--- config.mk ---
export PLATFORM = sky130hd
export DESIGN_NAME = npu_sigmoid_scheduler_flat
export DESIGN_NICKNAME = d
export VERILOG_FILES = /design/src/rtl/npu_pkg.sv /design/src/rtl/npu_sigmoid_scheduler_if.sv /design/src/rtl/npu_rr_arbiter.sv /design/src/rtl/npu_sigmoid_scheduler.sv /design/src/flat_wrapper.sv
export SDC_FILE = /design/constraint.sdc
export NUM_CORES = 1
export LEC_CHECK = 0
export CORE_ASPECT_RATIO = 0.7
export CORE_MARGIN = 1.5
export CORE_UTILIZATION = 60
export CTS_CLUSTER_DIAMETER = 100
export DETAILED_ROUTE_END_ITERATION = 12
export DONT_BUFFER_PORTS = 1
export PLACE_DENSITY_LB_ADDON = 0.08
export SYNTH_ARGS = -nofsm -noshare
export SYNTH_HDL_FRONTEND = slang
export SYNTH_SLANG_ARGS = --single-unit
export TNS_END_PERCENT = 20
--- constraint.sdc ---
create_clock -name CLK -period 5.7 [get_ports CLK]
set_input_delay 0.855 -clock CLK [delete_from_list [all_inputs] [get_ports CLK]]
set_output_delay 0.855 -clock CLK [all_outputs]
set_load 0.02 [all_outputs]
--- src/rtl/npu_pkg.sv ---
// Shared NPU encodings: sigmoid function selects, result destinations and the
// in-flight tracker entry used by the sigmoid scheduler.
package npu_pkg;

  typedef enum logic [1:0] {
    SIG_FN_SIGMOID = 2'd0,
    SIG_FN_TANH    = 2'd1,
    SIG_FN_LINEAR  = 2'd2,
    SIG_FN_STEP    = 2'd3
  } sig_fn_e;

  typedef enum logic {
    DEST_SIG_FIFO = 1'b0,
    DEST_OUT_FIFO = 1'b1
  } dest_e;

  typedef struct packed {
    logic  valid;
    dest_e dest;
  } inflight_t;

endpackage

--- src/rtl/npu_sigmoid_scheduler_if.sv ---
// PE-array / FIFO side bundle of the sigmoid scheduler. The slave modport is
// the scheduler; the master modport is the PE array and FIFO status side.
interface npu_sigmoid_scheduler_if #(
  parameter int unsigned NUM_PE   = 8,
  parameter int unsigned PE_IDX_W = 3
);
  logic [NUM_PE-1:0]   pe_req;
  logic [2*NUM_PE-1:0] pe_func_sel;
  logic [NUM_PE-1:0]   pe_to_output;
  logic [NUM_PE-1:0]   pe_grant;
  logic [PE_IDX_W-1:0] npu_sched_din_sel;
  logic                npu_sched_sigmoid_input_en;
  logic [1:0]          npu_sched_sigmoid_function_sel;
  logic                sig_fifo_afull;
  logic                out_fifo_afull;
  logic                sig_fifo_wr_en;
  logic                out_fifo_wr_en;
  logic                sched_busy;

  modport slave (
    input  pe_req, pe_func_sel, pe_to_output, sig_fifo_afull, out_fifo_afull,
    output pe_grant, npu_sched_din_sel, npu_sched_sigmoid_input_en,
           npu_sched_sigmoid_function_sel, sig_fifo_wr_en, out_fifo_wr_en, sched_busy
  );

  modport master (
    output pe_req, pe_func_sel, pe_to_output, sig_fifo_afull, out_fifo_afull,
    input  pe_grant, npu_sched_din_sel, npu_sched_sigmoid_input_en,
           npu_sched_sigmoid_function_sel, sig_fifo_wr_en, out_fifo_wr_en, sched_busy
  );
endinterface

--- src/rtl/npu_rr_arbiter.sv ---
// Round-robin arbiter over NUM_PE requesters with a combinational one-hot grant.
// Defining NPU_SCHED_FIXED_PRIORITY_EN selects lowest-index-wins and drops the pointer.
module npu_rr_arbiter #(
  parameter int unsigned NUM_PE   = 8,
  parameter int unsigned PE_IDX_W = 3
) (
  input  logic                clk,
  input  logic                rst,
  input  logic [NUM_PE-1:0]   req,
  input  logic [NUM_PE-1:0]   mask,
  output logic [NUM_PE-1:0]   grant,
  output logic [PE_IDX_W-1:0] grant_idx,
  output logic                grant_vld
);
  logic [NUM_PE-1:0] elig;

  assign elig = req & ~mask;

`ifdef NPU_SCHED_FIXED_PRIORITY_EN
  always_comb begin
    grant     = '0;
    grant_idx = '0;
    grant_vld = 1'b0;
    for (int unsigned i = 0; i < NUM_PE; i++) begin
      if (!grant_vld && elig[i]) begin
        grant[i]  = 1'b1;
        grant_idx = PE_IDX_W'(i);
        grant_vld = 1'b1;
      end
    end
  end
`else
  logic [PE_IDX_W-1:0] ptr;
  logic [PE_IDX_W:0]   sum;
  logic [PE_IDX_W-1:0] idx;

  // Search ptr, ptr+1, ... with modulo wrap; first eligible candidate wins.
  always_comb begin
    grant     = '0;
    grant_idx = '0;
    grant_vld = 1'b0;
    sum       = '0;
    idx       = '0;
    for (int unsigned k = 0; k < NUM_PE; k++) begin
      sum = {1'b0, ptr} + (PE_IDX_W+1)'(k);
      if (sum >= (PE_IDX_W+1)'(NUM_PE)) sum = sum - (PE_IDX_W+1)'(NUM_PE);
      idx = sum[PE_IDX_W-1:0];
      if (!grant_vld && elig[idx]) begin
        grant[idx] = 1'b1;
        grant_idx  = idx;
        grant_vld  = 1'b1;
      end
    end
  end

  always_ff @(posedge clk or posedge rst) begin
    if (rst) begin
      ptr <= '0;
    end else if (grant_vld) begin
      ptr <= (grant_idx == PE_IDX_W'(NUM_PE-1)) ? '0 : grant_idx + PE_IDX_W'(1);
    end
  end
`endif

endmodule

--- src/rtl/npu_sigmoid_scheduler.sv ---
// Issues completed PE results to the shared sigmoid unit and steers each result
// to its destination FIFO when it leaves the SIG_LATENCY-deep sigmoid pipeline.
module npu_sigmoid_scheduler
  import npu_pkg::*;
#(
  parameter int unsigned NUM_PE      = 8,
  parameter int unsigned PE_IDX_W    = 3,
  parameter int unsigned SIG_LATENCY = 3
) (
  input  logic                     CLK,
  input  logic                     npu_rst,
  npu_sigmoid_scheduler_if.slave   sif
);
  logic [NUM_PE-1:0]   blocked;
  logic [NUM_PE-1:0]   arb_mask;
  logic [NUM_PE-1:0]   grant;
  logic [PE_IDX_W-1:0] grant_idx;
  logic                grant_vld;
  logic [1:0]          issue_fn;
  dest_e               issue_dest;

  logic [NUM_PE-1:0]   grant_q;
  logic [PE_IDX_W-1:0] din_sel_q;
  logic                input_en_q;
  logic [1:0]          func_q;
  dest_e               dest_q;
  inflight_t           trk [SIG_LATENCY];
  logic                trk_any;

  always_comb begin
    blocked    = '0;
    issue_fn   = '0;
    issue_dest = DEST_SIG_FIFO;
    for (int unsigned i = 0; i < NUM_PE; i++) begin
      blocked[i] = sif.pe_to_output[i] ? sif.out_fifo_afull : sif.sig_fifo_afull;
      if (grant[i]) begin
        issue_fn   = sif.pe_func_sel[2*i +: 2];
        issue_dest = dest_e'(sif.pe_to_output[i]);
      end
    end
  end

  // Last cycle's grantee is masked while its level request falls.
  assign arb_mask = grant_q | blocked;

  npu_rr_arbiter #(
    .NUM_PE   (NUM_PE),
    .PE_IDX_W (PE_IDX_W)
  ) u_arb (
    .clk       (CLK),
    .rst       (npu_rst),
    .req       (sif.pe_req),
    .mask      (arb_mask),
    .grant     (grant),
    .grant_idx (grant_idx),
    .grant_vld (grant_vld)
  );

  // Tracker stage 0 is loaded from the registered issue, so stage SIG_LATENCY-1
  // lines up with the cycle the sigmoid result is valid.
  always_ff @(posedge CLK or posedge npu_rst) begin
    if (npu_rst) begin
      grant_q    <= '0;
      din_sel_q  <= '0;
      input_en_q <= 1'b0;
      func_q     <= '0;
      dest_q     <= DEST_SIG_FIFO;
      for (int unsigned k = 0; k < SIG_LATENCY; k++) trk[k] <= '0;
    end else begin
      grant_q    <= grant;
      input_en_q <= grant_vld;
      if (grant_vld) begin
        din_sel_q <= grant_idx;
        func_q    <= issue_fn;
        dest_q    <= issue_dest;
      end
      trk[0] <= '{valid: input_en_q, dest: dest_q};
      for (int unsigned k = 1; k < SIG_LATENCY; k++) trk[k] <= trk[k-1];
    end
  end

  always_comb begin
    trk_any = 1'b0;
    for (int unsigned k = 0; k < SIG_LATENCY; k++) trk_any = trk_any | trk[k].valid;
  end

  assign sif.pe_grant                       = grant_q;
  assign sif.npu_sched_din_sel              = din_sel_q;
  assign sif.npu_sched_sigmoid_input_en     = input_en_q;
  assign sif.npu_sched_sigmoid_function_sel = func_q;
  assign sif.sig_fifo_wr_en = trk[SIG_LATENCY-1].valid && (trk[SIG_LATENCY-1].dest == DEST_SIG_FIFO);
  assign sif.out_fifo_wr_en = trk[SIG_LATENCY-1].valid && (trk[SIG_LATENCY-1].dest == DEST_OUT_FIFO);
  assign sif.sched_busy     = (|sif.pe_req) | trk_any | input_en_q;

endmodule

--- src/flat_wrapper.sv ---
// flat-port wrapper written by rule: the top's interface ports become plain ports
module npu_sigmoid_scheduler_flat import npu_pkg::*;
#(
  parameter int unsigned NUM_PE      = 8,
  parameter int unsigned PE_IDX_W    = 3,
  parameter int unsigned SIG_LATENCY = 3
)
  (CLK, npu_rst, sif_pe_req, sif_pe_func_sel, sif_pe_to_output, sif_sig_fifo_afull, sif_out_fifo_afull, sif_pe_grant, sif_npu_sched_din_sel, sif_npu_sched_sigmoid_input_en, sif_npu_sched_sigmoid_function_sel, sif_sig_fifo_wr_en, sif_out_fifo_wr_en, sif_sched_busy);
  npu_sigmoid_scheduler_if #(.NUM_PE(NUM_PE), .PE_IDX_W(PE_IDX_W)) sif_i ();
  input  logic CLK;
  input  logic npu_rst;
  input wire logic [$bits(sif_i.pe_req)-1:0] sif_pe_req;
  input wire logic [$bits(sif_i.pe_func_sel)-1:0] sif_pe_func_sel;
  input wire logic [$bits(sif_i.pe_to_output)-1:0] sif_pe_to_output;
  input wire logic [$bits(sif_i.sig_fifo_afull)-1:0] sif_sig_fifo_afull;
  input wire logic [$bits(sif_i.out_fifo_afull)-1:0] sif_out_fifo_afull;
  output wire logic [$bits(sif_i.pe_grant)-1:0] sif_pe_grant;
  output wire logic [$bits(sif_i.npu_sched_din_sel)-1:0] sif_npu_sched_din_sel;
  output wire logic [$bits(sif_i.npu_sched_sigmoid_input_en)-1:0] sif_npu_sched_sigmoid_input_en;
  output wire logic [$bits(sif_i.npu_sched_sigmoid_function_sel)-1:0] sif_npu_sched_sigmoid_function_sel;
  output wire logic [$bits(sif_i.sig_fifo_wr_en)-1:0] sif_sig_fifo_wr_en;
  output wire logic [$bits(sif_i.out_fifo_wr_en)-1:0] sif_out_fifo_wr_en;
  output wire logic [$bits(sif_i.sched_busy)-1:0] sif_sched_busy;
  assign sif_i.pe_req = sif_pe_req;
  assign sif_i.pe_func_sel = sif_pe_func_sel;
  assign sif_i.pe_to_output = sif_pe_to_output;
  assign sif_i.sig_fifo_afull = sif_sig_fifo_afull;
  assign sif_i.out_fifo_afull = sif_out_fifo_afull;
  assign sif_pe_grant = sif_i.pe_grant;
  assign sif_npu_sched_din_sel = sif_i.npu_sched_din_sel;
  assign sif_npu_sched_sigmoid_input_en = sif_i.npu_sched_sigmoid_input_en;
  assign sif_npu_sched_sigmoid_function_sel = sif_i.npu_sched_sigmoid_function_sel;
  assign sif_sig_fifo_wr_en = sif_i.sig_fifo_wr_en;
  assign sif_out_fifo_wr_en = sif_i.out_fifo_wr_en;
  assign sif_sched_busy = sif_i.sched_busy;
  npu_sigmoid_scheduler #(.NUM_PE(NUM_PE), .PE_IDX_W(PE_IDX_W), .SIG_LATENCY(SIG_LATENCY)) u_core (.CLK(CLK), .npu_rst(npu_rst), .sif(sif_i));
endmodule
==> flow_summary.json, run 1 <==
{
  "grt_pass1_wl_mm": 17.3,
  "crit_path_top_delay_cell": "or3b_2",
  "core-area_sq_um": 4830,
  "synth-async-reset-ratio": 1.00,
  "criticalPathCategory": "reg2reg",
  "synthCells": 367,
  "seqCellArea_sq_um": 601,
  "cpPeakStageDelay_ns": 0.47,
  "clock_skew_ns": 0.00826,
  "wirelength_mm": 11.0,
  "layout-drive-gt1-share": 0.128,
  "cts_tree": "built",
  "clock-sinks": 24,
  "nNetsFinal": 404,
  "hold_buffers": 0,
  "cp_cell_sequence": "inv_1, buf_4, ha_1, buf_4, or3b_2, o22ai_1, mux4_2, o32a_4, nor2_2, a221oi_1, and3_1, inv_1, nor3_1, and3_1, o211ai_2",
  "ys_seq_area_frac": 0.198,
  "antenna_found_initial": 0,
  "cts_root_buf": "clkbuf_8",
  "grt_pass1_vias": 3154,
  "cp-start-kind": "flop",
  "yosysTopAreaCell": "dfrtp_1",
  "n_antenna_cell": 0,
  "grt.total_usage": 0.412,
  "outcome": "finished with violations",
  "grt_overflow_total": 0,
  "ys_dominant_reg_cell": "dfrtp_1",
  "slew_violations": 0,
  "die_area_sq_um": 5510,
  "fp.dieH_um": 62.6,
  "layout_commonest_cell": "nand2_1",
  "max_freq_mhz": 217,
  "layout_common_cells": "nand2_1 (42), nor2_1 (24), dfrtp_1 (24)",
  "syn_area_per_cell_sq_um": 8.28,
  "critPathRequiredTime_ns": 5.86,
  "yosys-top-cells-area": "dfrtp_1 (20%), mux4_2 (5.2%), nand2_1 (5.2%)",
  "clk_latency_ns": 0.28,
  "ant_nets": 0,
  "max_slew.worst_pin.slew_ns": 0.950,
  "vias_per_cell": 7.96,
  "hpwl_mm": 8.41,
  "cts_made_buffers": 3,
  "post_cts_buffers": 0,
  "min_period_over_period": 0.808,
  "io_buffers": 0,
  "ys_warn_count": 0,
  "cts_resized": 0,
  "die_w_um": 88.1,
  "critPathArrivalTime_ns": 4.77,
  "timing.critical_path.buf_inv": 4,
  "critPathCaptureType": "flop",
  "rsz0062_at_grt": "no",
  "worst_path_dominant_cell_family": "simple AND/OR/NAND/NOR gates",
  "setup_viol": 0,
  "hold_class": "reg2reg",
  "ff2ff_setup_slack_ns": 1.09,
  "drc": 1,
  "period_needed_ns": 4.61,
  "ys_ff_latch": 24,
  "cts.reportedPaths.clkPinSlew_ns": 0.10,
  "h-tree-depth": 1,
  "finalHoldViolations": 0,
  "place.gp.congestion": 1.08,
  "drt_first_iter_violations": 754,
  "syn_to_final_growth_pct": 3.70,
  "clk_path_buf_depth": 2,
  "finalSetupTns_ns": 0,
  "yosysTopAreaCellShare": 0.198,
  "fill_cells": 421,
  "firstDrtPassIters": 10,
  "drv_cap": 0,
  "worst-path-max-fanout": 22,
  "ys_types": 68,
  "violations": "DRC",
  "num_rows": 21,
  "synth_edf_count": 0,
  "multi_input_area_sq_um": 2300,
  "start_util": 0.629,
  "synthesis.nets": 410,
  "vias": 3413,
  "maxSlewHeadroom": 0.367,
  "syn_area_sq_um": 3040,
  "grt_start_max_net_pins": 36,
  "wl_per_cell_um": 25.7,
  "boundaryPins": 53
}
==> registers in the layout (all words and copies together), names as in the netlist, named ones only <==
name / flops
u_core.dest_q: 1
u_core.sif.npu_sched_sigmoid_function_sel: 2
u_core.u_arb.ptr: 2
u_core.sif.pe_grant: 8
u_core.sif.npu_sched_din_sel: 3
u_core.trk: 6
u_core.sif.npu_sched_sigmoid_input_en: 1
==> worst register-to-register path, delay by kind of cell (launching register included) <==
family	cells	cell delay (ns)
flip-flops	1	0.39
AND/OR/NAND/NOR	5	1.55
adder cells (fa/ha/maj)	1	0.44
buffers and inverters	4	0.70
multiplexers	1	0.36
AO/OA/AOI/OAI	4	1.06
==> final timing paths <==
path                                              start  depth (start not counted)                                                  endpoint
worst max-delay path                               flop                         15  u_core.sif.npu_sched_sigmoid_function_sel[1]$_DFFE_PP0P_
worst min-delay path            u_core.trk[2]$_DFF_PP0_                          0                                   u_core.trk[0]$_DFF_PP0_
worst max register to register                     flop                         15  u_core.sif.npu_sched_sigmoid_function_sel[1]$_DFFE_PP0P_
worst min register to register  u_core.trk[2]$_DFF_PP0_                          0                                   u_core.trk[0]$_DFF_PP0_
max in group asynchronous                       npu_rst                          1                                                 async pin
min in group asynchronous                       npu_rst                          1                          u_core.sif.pe_grant[5]$_DFF_PP0_
==> cells in the mapped netlist (all sizes together), types with 5 or more instances <==
cell type	n
nand2	42
a21o	5
o21ai	9
nor3b	12
a221o	5
buf	11
a221oi	9
inv	10
and3b	11
nor4	11
o32ai	6
nand3b	5
nand3	21
a22oi	12
mux4	7
ha	7
dfrtp	24
mux2i	15
nor2b	9
and3	7
o22a	5
a32oi	7
nor3	14
o22ai	8
a21oi	11
clkbuf	7
nor2	25
==> through the flow <==
step / util / hold WS [ns] / area (sq um) / std cells / setup WS, ns
after floorplan: - / 0.331 / 3040 / 367 / 1.56
after global placement: 0.637 / 0.332 / 3080 / 425 / 1.21
after detailed placement: 0.637 / 0.337 / 3080 / 425 / 1.27
after CTS: 0.652 / 0.359 / 3150 / 429 / 1.24
after global routing: 0.652 / 0.371 / 3150 / 429 / 0.865
final: 0.652 / 0.357 / 3150 / 429 / 1.09
==> cell families (layout without fill, tap and decap cells) <==
group / Yosys count / count (layout) / share of synthesized area
flip-flops: 24 / 24 / 0.198
XOR/XNOR: 2 / 2 / 0.00576
buffers and inverters: 29 / 22 / 0.0457
AO/OA/AOI/OAI: 104 / 104 / 0.279
multiplexers: 26 / 26 / 0.119
adder cells (fa/ha/maj): 7 / 7 / 0.0288
AND/OR/NAND/NOR: 175 / 175 / 0.325
==> final cells by class <==
type                    count  area share
flip-flops and latches     24       0.190
inverters                  11      0.0131
multi-input cells         314       0.730
well taps                  69      0.0274
repair buffers              7      0.0167
clock buffers               3      0.0131
clock inverters             1     0.00952
==> metal layers <==
| metal | GRT usage | vias to the layer above | share of wire |
|---|---|---|---|
| li1 | - | 1439 | - |
| met1 | 0.615 | 1588 | 0.39 |
| met2 | 0.555 | 338 | 0.40 |
| met3 | 0.160 | 48 | 0.18 |
| met4 | 0.0977 | 0 | 0.031 |
| met5 | 0 | - | 0 |
Power of run 1 is not shown: default switching activity piles up to over one toggle a cycle in this logic, so the estimate is an artifact.
==> run 2, diff against run 1 <==
--- a/config.mk
+++ b/config.mk
@@ -7,7 +7,7 @@
 export LEC_CHECK = 0
 export CORE_ASPECT_RATIO = 0.7
 export CORE_MARGIN = 1.5
-export CORE_UTILIZATION = 60
+export CORE_UTILIZATION = 59
 export CTS_CLUSTER_DIAMETER = 100
 export DETAILED_ROUTE_END_ITERATION = 12
 export DONT_BUFFER_PORTS = 1
==> constraint.sdc (replaced) <==
create_clock -name CLK -period 4.1 [get_ports CLK]
set_input_delay 0.615 -clock CLK [delete_from_list [all_inputs] [get_ports CLK]]
set_output_delay 0.615 -clock CLK [all_outputs]
set_load 0.02 [all_outputs]
==> run 2 against run 1 <==
  * The flow now finishes without violations
  * Final cell count grew 1.6%
  * Global-route usage rose by 0.41 points
  * Clock skew decreased by 0.0055 ns
  * Sequential share of layout area fell by 0.50 points
  * Fmax up 15%
  * Die area grew 1.6%
  * Hold slack gained 0.0049 ns
  * Design area rose by 2.7%
  * Non-clock buffer count rose by 7
  * Register-to-register slack got worse by 1.0 ns
  * Highest routed layer unchanged
  * Core utilization increased by 1.4 points
  * Critical path depth fell by 3
==> flow_summary.json, run 2 (synthesis results as in run 1) <==
{
  "drt_first_iter_violations": 663,
  "maxSlewHeadroom": 0.399,
  "max_freq_mhz": 249,
  "r2r_cells": 12,
  "die_w_um": 88.8,
  "place.gp.congestion": 1.12,
  "die_area_sq_um": 5600,
  "num_rows": 21,
  "worstHoldStart": "u_core.trk[2]$_DFF_PP0_",
  "grt_pass1_wl_mm": 17.5,
  "fill_cells": 414,
  "layout_commonest_cell": "nand2_1",
  "antenna_found_initial": 0,
  "core-area_sq_um": 4860,
  "vias_per_cell": 7.95,
  "utilization": 0.666,
  "hpwl_mm": 8.58,
  "h-tree-depth": 1,
  "grt_start_max_net_pins": 36,
  "grt_overflow_total": 0,
  "clock_skew_ns": 0.00280,
  "wl_per_cell_um": 25.5,
  "setup_viol": 0,
  "hold_buffers": 0,
  "ant_nets": 0,
  "period_needed_ns": 4.02,
  "critPathArrivalTime_ns": 4.19,
  "layout_common_cells": "nand2_1 (42), nor2_1 (24), dfrtp_1 (24)",
  "nNetsFinal": 411,
  "io_buffers": 0,
  "clk_latency_ns": 0.28,
  "grt_pass1_vias": 3171,
  "hold_class": "reg2reg",
  "drv_cap": 0,
  "worstReg2RegEnd": "u_core.sif.npu_sched_sigmoid_function_sel[1]$_DFFE_PP0P_",
  "critPathCaptureType": "flop",
  "critPathRequiredTime_ns": 4.27,
  "largest_reg_flops": 8,
  "finalSetupTns_ns": 0,
  "worstReg2RegStart": "u_core.u_arb.ptr[1]$_DFFE_PP0P_",
  "cts_made_buffers": 3,
  "boundaryPins": 53,
  "cts_tree": "built",
  "criticalPathCategory": "reg2reg",
  "hold-path-endpoint": "u_core.trk[0]$_DFF_PP0_",
  "firstDrtPassIters": 6,
  "fp.dieH_um": 63.1,
  "cts.reportedPaths.clkPinSlew_ns": 0.09,
  "outcome": "finished, final reports clean",
  "final_cell_count_no_fill": 436,
  "layout-drive-gt1-share": 0.153,
  "cts_root_buf": "clkbuf_8",
  "min_period_over_period": 0.981,
  "cp-start-kind": "flop",
  "n_antenna_cell": 0,
  "clk_path_buf_depth": 2,
  "grt.total_usage": 0.416,
  "worst-path-max-fanout": 13,
  "slew_violations": 0,
  "start_util": 0.625,
  "rsz0062_at_grt": "no",
  "drc": 0,
  "dp_cells": 432,
  "ff2ff_setup_slack_ns": 0.08,
  "syn_to_final_growth_pct": 6.50,
  "wirelength_mm": 11.1,
  "finalHoldViolations": 0,
  "vias": 3465,
  "clock-sinks": 24,
  "max_slew.worst_pin.slew_ns": 0.900,
  "whs_path_depth": 0
}
## run 2: cell count changes in the layout (fill, tap and decap cells not counted), sizes merged
cell  previous run  this run
buf              7        14
## run 2: layout make-up
type | count | area [sq um] | area share
inverters | 11 | 41.3 | 0.0128
flip-flops and latches | 24 | 601 | 0.185
clock inverters | 1 | 30.0 | 0.00927
clock buffers | 3 | 41.3 | 0.0128
multi-input cells | 314 | 2330 | 0.721
repair buffers | 14 | 105 | 0.0325
well taps | 69 | 86.3 | 0.0267
## run 2: worst max path at each step
stage / startpoint / end / slack, ns
after floorplan: flop / u_core.u_arb.ptr[2]$_DFFE_PP0P_ / 0.06
after global placement: u_core.u_arb.ptr[1]$_DFFE_PP0P_ / u_core.sif.npu_sched_sigmoid_function_sel[0]$_DFFE_PP0P_ / 0.24
after detailed placement: u_core.u_arb.ptr[1]$_DFFE_PP0P_ / u_core.sif.npu_sched_sigmoid_function_sel[1]$_DFFE_PP0P_ / 0.13
after CTS: u_core.u_arb.ptr[1]$_DFFE_PP0P_ / u_core.sif.npu_sched_sigmoid_function_sel[1]$_DFFE_PP0P_ / 0.10
after global routing: u_core.u_arb.ptr[1]$_DFFE_PP0P_ / u_core.u_arb.ptr[2]$_DFFE_PP0P_ / 0.004
final: u_core.u_arb.ptr[1]$_DFFE_PP0P_ / u_core.sif.npu_sched_sigmoid_function_sel[1]$_DFFE_PP0P_ / 0.08
## run 2: through the flow
step / setup slack [ns] / area (sq um) / hold WS, ns
2_1_floorplan: 0.0629 / 3040 / 0.331
3_3_place_gp: 0.242 / 3130 / 0.334
3_5_place_dp: 0.125 / 3130 / 0.343
4_1_cts: 0.102 / 3210 / 0.364
5_1_grt: 0.00444 / 3240 / 0.368
6_report: 0.0773 / 3240 / 0.362
## run 2: what timing repair did
action	CTS	global route
gates resized for setup	0	5
buffers inserted	0	0
setup endpoints to repair	0	5
endpoints found under the hold margin	0	0
## run 2: per-layer routing
metal,track usage,wire length [um],vias to the layer above,share of wire
met5,0,0,-,0
met4,0.0898,352,0,0.032
met3,0.160,1940,51,0.17
met2,0.565,4420,327,0.40
met1,0.620,4410,1630,0.40
li1,-,-,1457,-
## run 2: worst max-delay path, cell delays in order (launching register included)
cell	delay, ns
dfrtp_1	0.36
clkinv_1	0.09
ha_1	0.42
buf_4	0.24
a32o_1	0.28
mux4_2	0.51
o32a_4	0.43
nor3_4	0.48
a22oi_1	0.19
o221ai_2	0.39
nand3_2	0.16
o2111ai_1	0.26
o211ai_2	0.09
Power of run 2 is left out for the same reason.
==> run 3, diff against run 2 <==
--- a/config.mk
+++ b/config.mk
@@ -5,7 +5,7 @@
 export SDC_FILE = /design/constraint.sdc
 export NUM_CORES = 1
 export LEC_CHECK = 0
-export CORE_ASPECT_RATIO = 0.7
+export CORE_ASPECT_RATIO = 2
 export CORE_MARGIN = 1.5
 export CORE_UTILIZATION = 59
 export CTS_CLUSTER_DIAMETER = 100
==> run 3 against run 2 <==
  * Count of clock-buffer cells in the layout unchanged
  * Worst setup slack improved by 0.061 ns
  * First-iteration DRC count down 50%
  * Register-to-register slack better by 0.06 ns
  * Wire length is 11% higher
  * Critical path depth is 1 higher
  * Via count grew 1.4%
  * Global-route usage grew 6.0 points
  * Clock skew up 0.0044 ns
  * Largest cell class unchanged
  * Highest routed layer unchanged
==> flow_summary.json, run 3 (synthesis results as in run 1) <==
{
  "grt_pass1_wl_mm": 19.3,
  "setup_viol": 0,
  "firstDrtPassIters": 6,
  "wirelength_mm": 12.4,
  "criticalPathCategory": "reg2reg",
  "multi_input_area_sq_um": 2350,
  "max_slew.worst_pin.slew_ns": 0.891,
  "h-tree-depth": 1,
  "hpwl_mm": 9.45,
  "cp-start-kind": "flop",
  "clock-sinks": 24,
  "clk_path_buf_depth": 2,
  "layout-drive-gt1-share": 0.166,
  "num_rows": 36,
  "drt_first_iter_violations": 334,
  "critPathRequiredTime_ns": 4.31,
  "worstReg2RegStart": "u_core.u_arb.ptr[1]$_DFFE_PP0P_",
  "clk_latency_ns": 0.28,
  "layout_commonest_cell": "nand2_1",
  "largest_reg_flops": 8,
  "worstHoldStart": "u_core.trk[2]$_DFF_PP0_",
  "seqCellArea_sq_um": 601,
  "syn_to_final_growth_pct": 6.91,
  "drv_cap": 0,
  "cts_tree": "built",
  "critPathCaptureType": "flop",
  "clock_skew_ns": 0.00716,
  "grt_pass1_vias": 3483,
  "rsz0062_at_grt": "no",
  "finalHoldViolations": 0,
  "nNetsFinal": 412,
  "min_period_over_period": 0.966,
  "period_needed_ns": 3.96,
  "worst-path-max-fanout": 13,
  "fin_ws_ns": 0.139,
  "antenna_found_initial": 0,
  "die_area_sq_um": 5620,
  "cts.reportedPaths.clkPinSlew_ns": 0.08,
  "slew_violations": 0,
  "grt.total_usage": 0.477,
  "vias": 3512,
  "outcome": "finished, final reports clean",
  "ant_nets": 0,
  "start_util": 0.619,
  "critPathArrivalTime_ns": 4.17,
  "maxSlewHeadroom": 0.406,
  "fill_cells": 435,
  "drc": 0,
  "grt_start_max_net_pins": 36,
  "die_w_um": 53.8,
  "whs_ns": 0.363,
  "hold_class": "reg2reg",
  "n_antenna_cell": 0,
  "vias_per_cell": 8.26,
  "max_freq_mhz": 252,
  "cts_made_buffers": 3,
  "wl_per_cell_um": 29.1,
  "post_cts_buffers": 0,
  "core-area_sq_um": 4910,
  "io_buffers": 0,
  "cts_root_buf": "clkbuf_8",
  "layout_common_cells": "nand2_1 (42), nor2_1 (24), dfrtp_1 (24)",
  "grt_overflow_total": 0,
  "place.gp.congestion": 1.05,
  "boundaryPins": 53,
  "fp.dieH_um": 105,
  "startpoint": "u_core.u_arb.ptr[1]$_DFFE_PP0P_",
  "preCtsSetupSlack_ns": -0.0733
}
-- run 3: cell types whose count changed in the layout (fill, tap and decap cells not counted) --
| cell | before | now |
|---|---|---|
| and3_2 | 0 | 1 |
| a221oi_1 | 8 | 7 |
| a221oi_4 | 0 | 1 |
| and3_1 | 7 | 6 |
| nor3_4 | 2 | 1 |
| nor3_2 | 2 | 3 |
| a21oi_2 | 1 | 3 |
| a21oi_1 | 10 | 8 |
| buf_4 | 14 | 15 |
-- run 3: timing repair --
| action | in CTS | in global routing |
|---|---|---|
| resized for setup | 2 | 7 |
| endpoints found under the setup margin | 3 | 4 |
| hold buffers | 0 | 0 |
-- run 3: layer usage --
metal / global-route usage / vias to the layer above / wire [um] / part of all wire
li1: - / 1458 / - / -
met1: 0.493 / 1663 / 3750 / 0.30
met2: 0.751 / 272 / 5900 / 0.48
met3: 0.151 / 119 / 1240 / 0.10
met4: 0.361 / 0 / 1490 / 0.12
met5: 0 / - / 0 / 0
-- run 3: final timing paths --
path,to,slack [ns],cells after the start
worst min register to register,u_core.trk[0]$_DFF_PP0_,0.36,0
worst max register to register,u_core.sif.npu_sched_sigmoid_function_sel[0]$_DFFE_PP0P_,0.14,13
max in group asynchronous,u_core.trk[0]$_DFF_PP0_,3.14,1
min in group asynchronous,u_core.sif.npu_sched_sigmoid_function_sel[0]$_DFFE_PP0P_,0.40,1
worst min-delay path,u_core.trk[0]$_DFF_PP0_,0.36,0
worst max-delay path,u_core.sif.npu_sched_sigmoid_function_sel[0]$_DFFE_PP0P_,0.14,13
-- run 3: layout make-up --
type                       count  share of cell area
multi-input combinational    314               0.724
sequential                    24               0.185
timing repair buffer          15              0.0346
tap                           57              0.0219
clock buffer                   3              0.0127
inverter                      11              0.0127
clock inverter                 1             0.00924
-- run 3: per-stage QoR --
stage	cells	utilization	instance area, sq um	TNS, ns
2_1_floorplan	367	-	3040	0
3_3_place_gp	421	0.637	3130	-0.280
3_5_place_dp	421	0.637	3130	-0.204
4_1_cts	425	0.654	3210	0
5_1_grt	425	0.662	3250	0
6_report	425	0.662	3250	0
-- run 3: worst max-delay path: stages (launching register included) --
cell,delay [ns]
dfrtp_1,0.36
clkinv_1,0.09
ha_1,0.41
or3b_2,0.52
o22ai_2,0.24
mux4_2,0.32
o32a_4,0.28
nor3_1,0.08
buf_4,0.16
a221oi_1,0.24
nand4_1,0.41
nor3_2,0.42
o2111ai_1,0.18
o211ai_2,0.17
Power of run 3 is left out for the same reason.
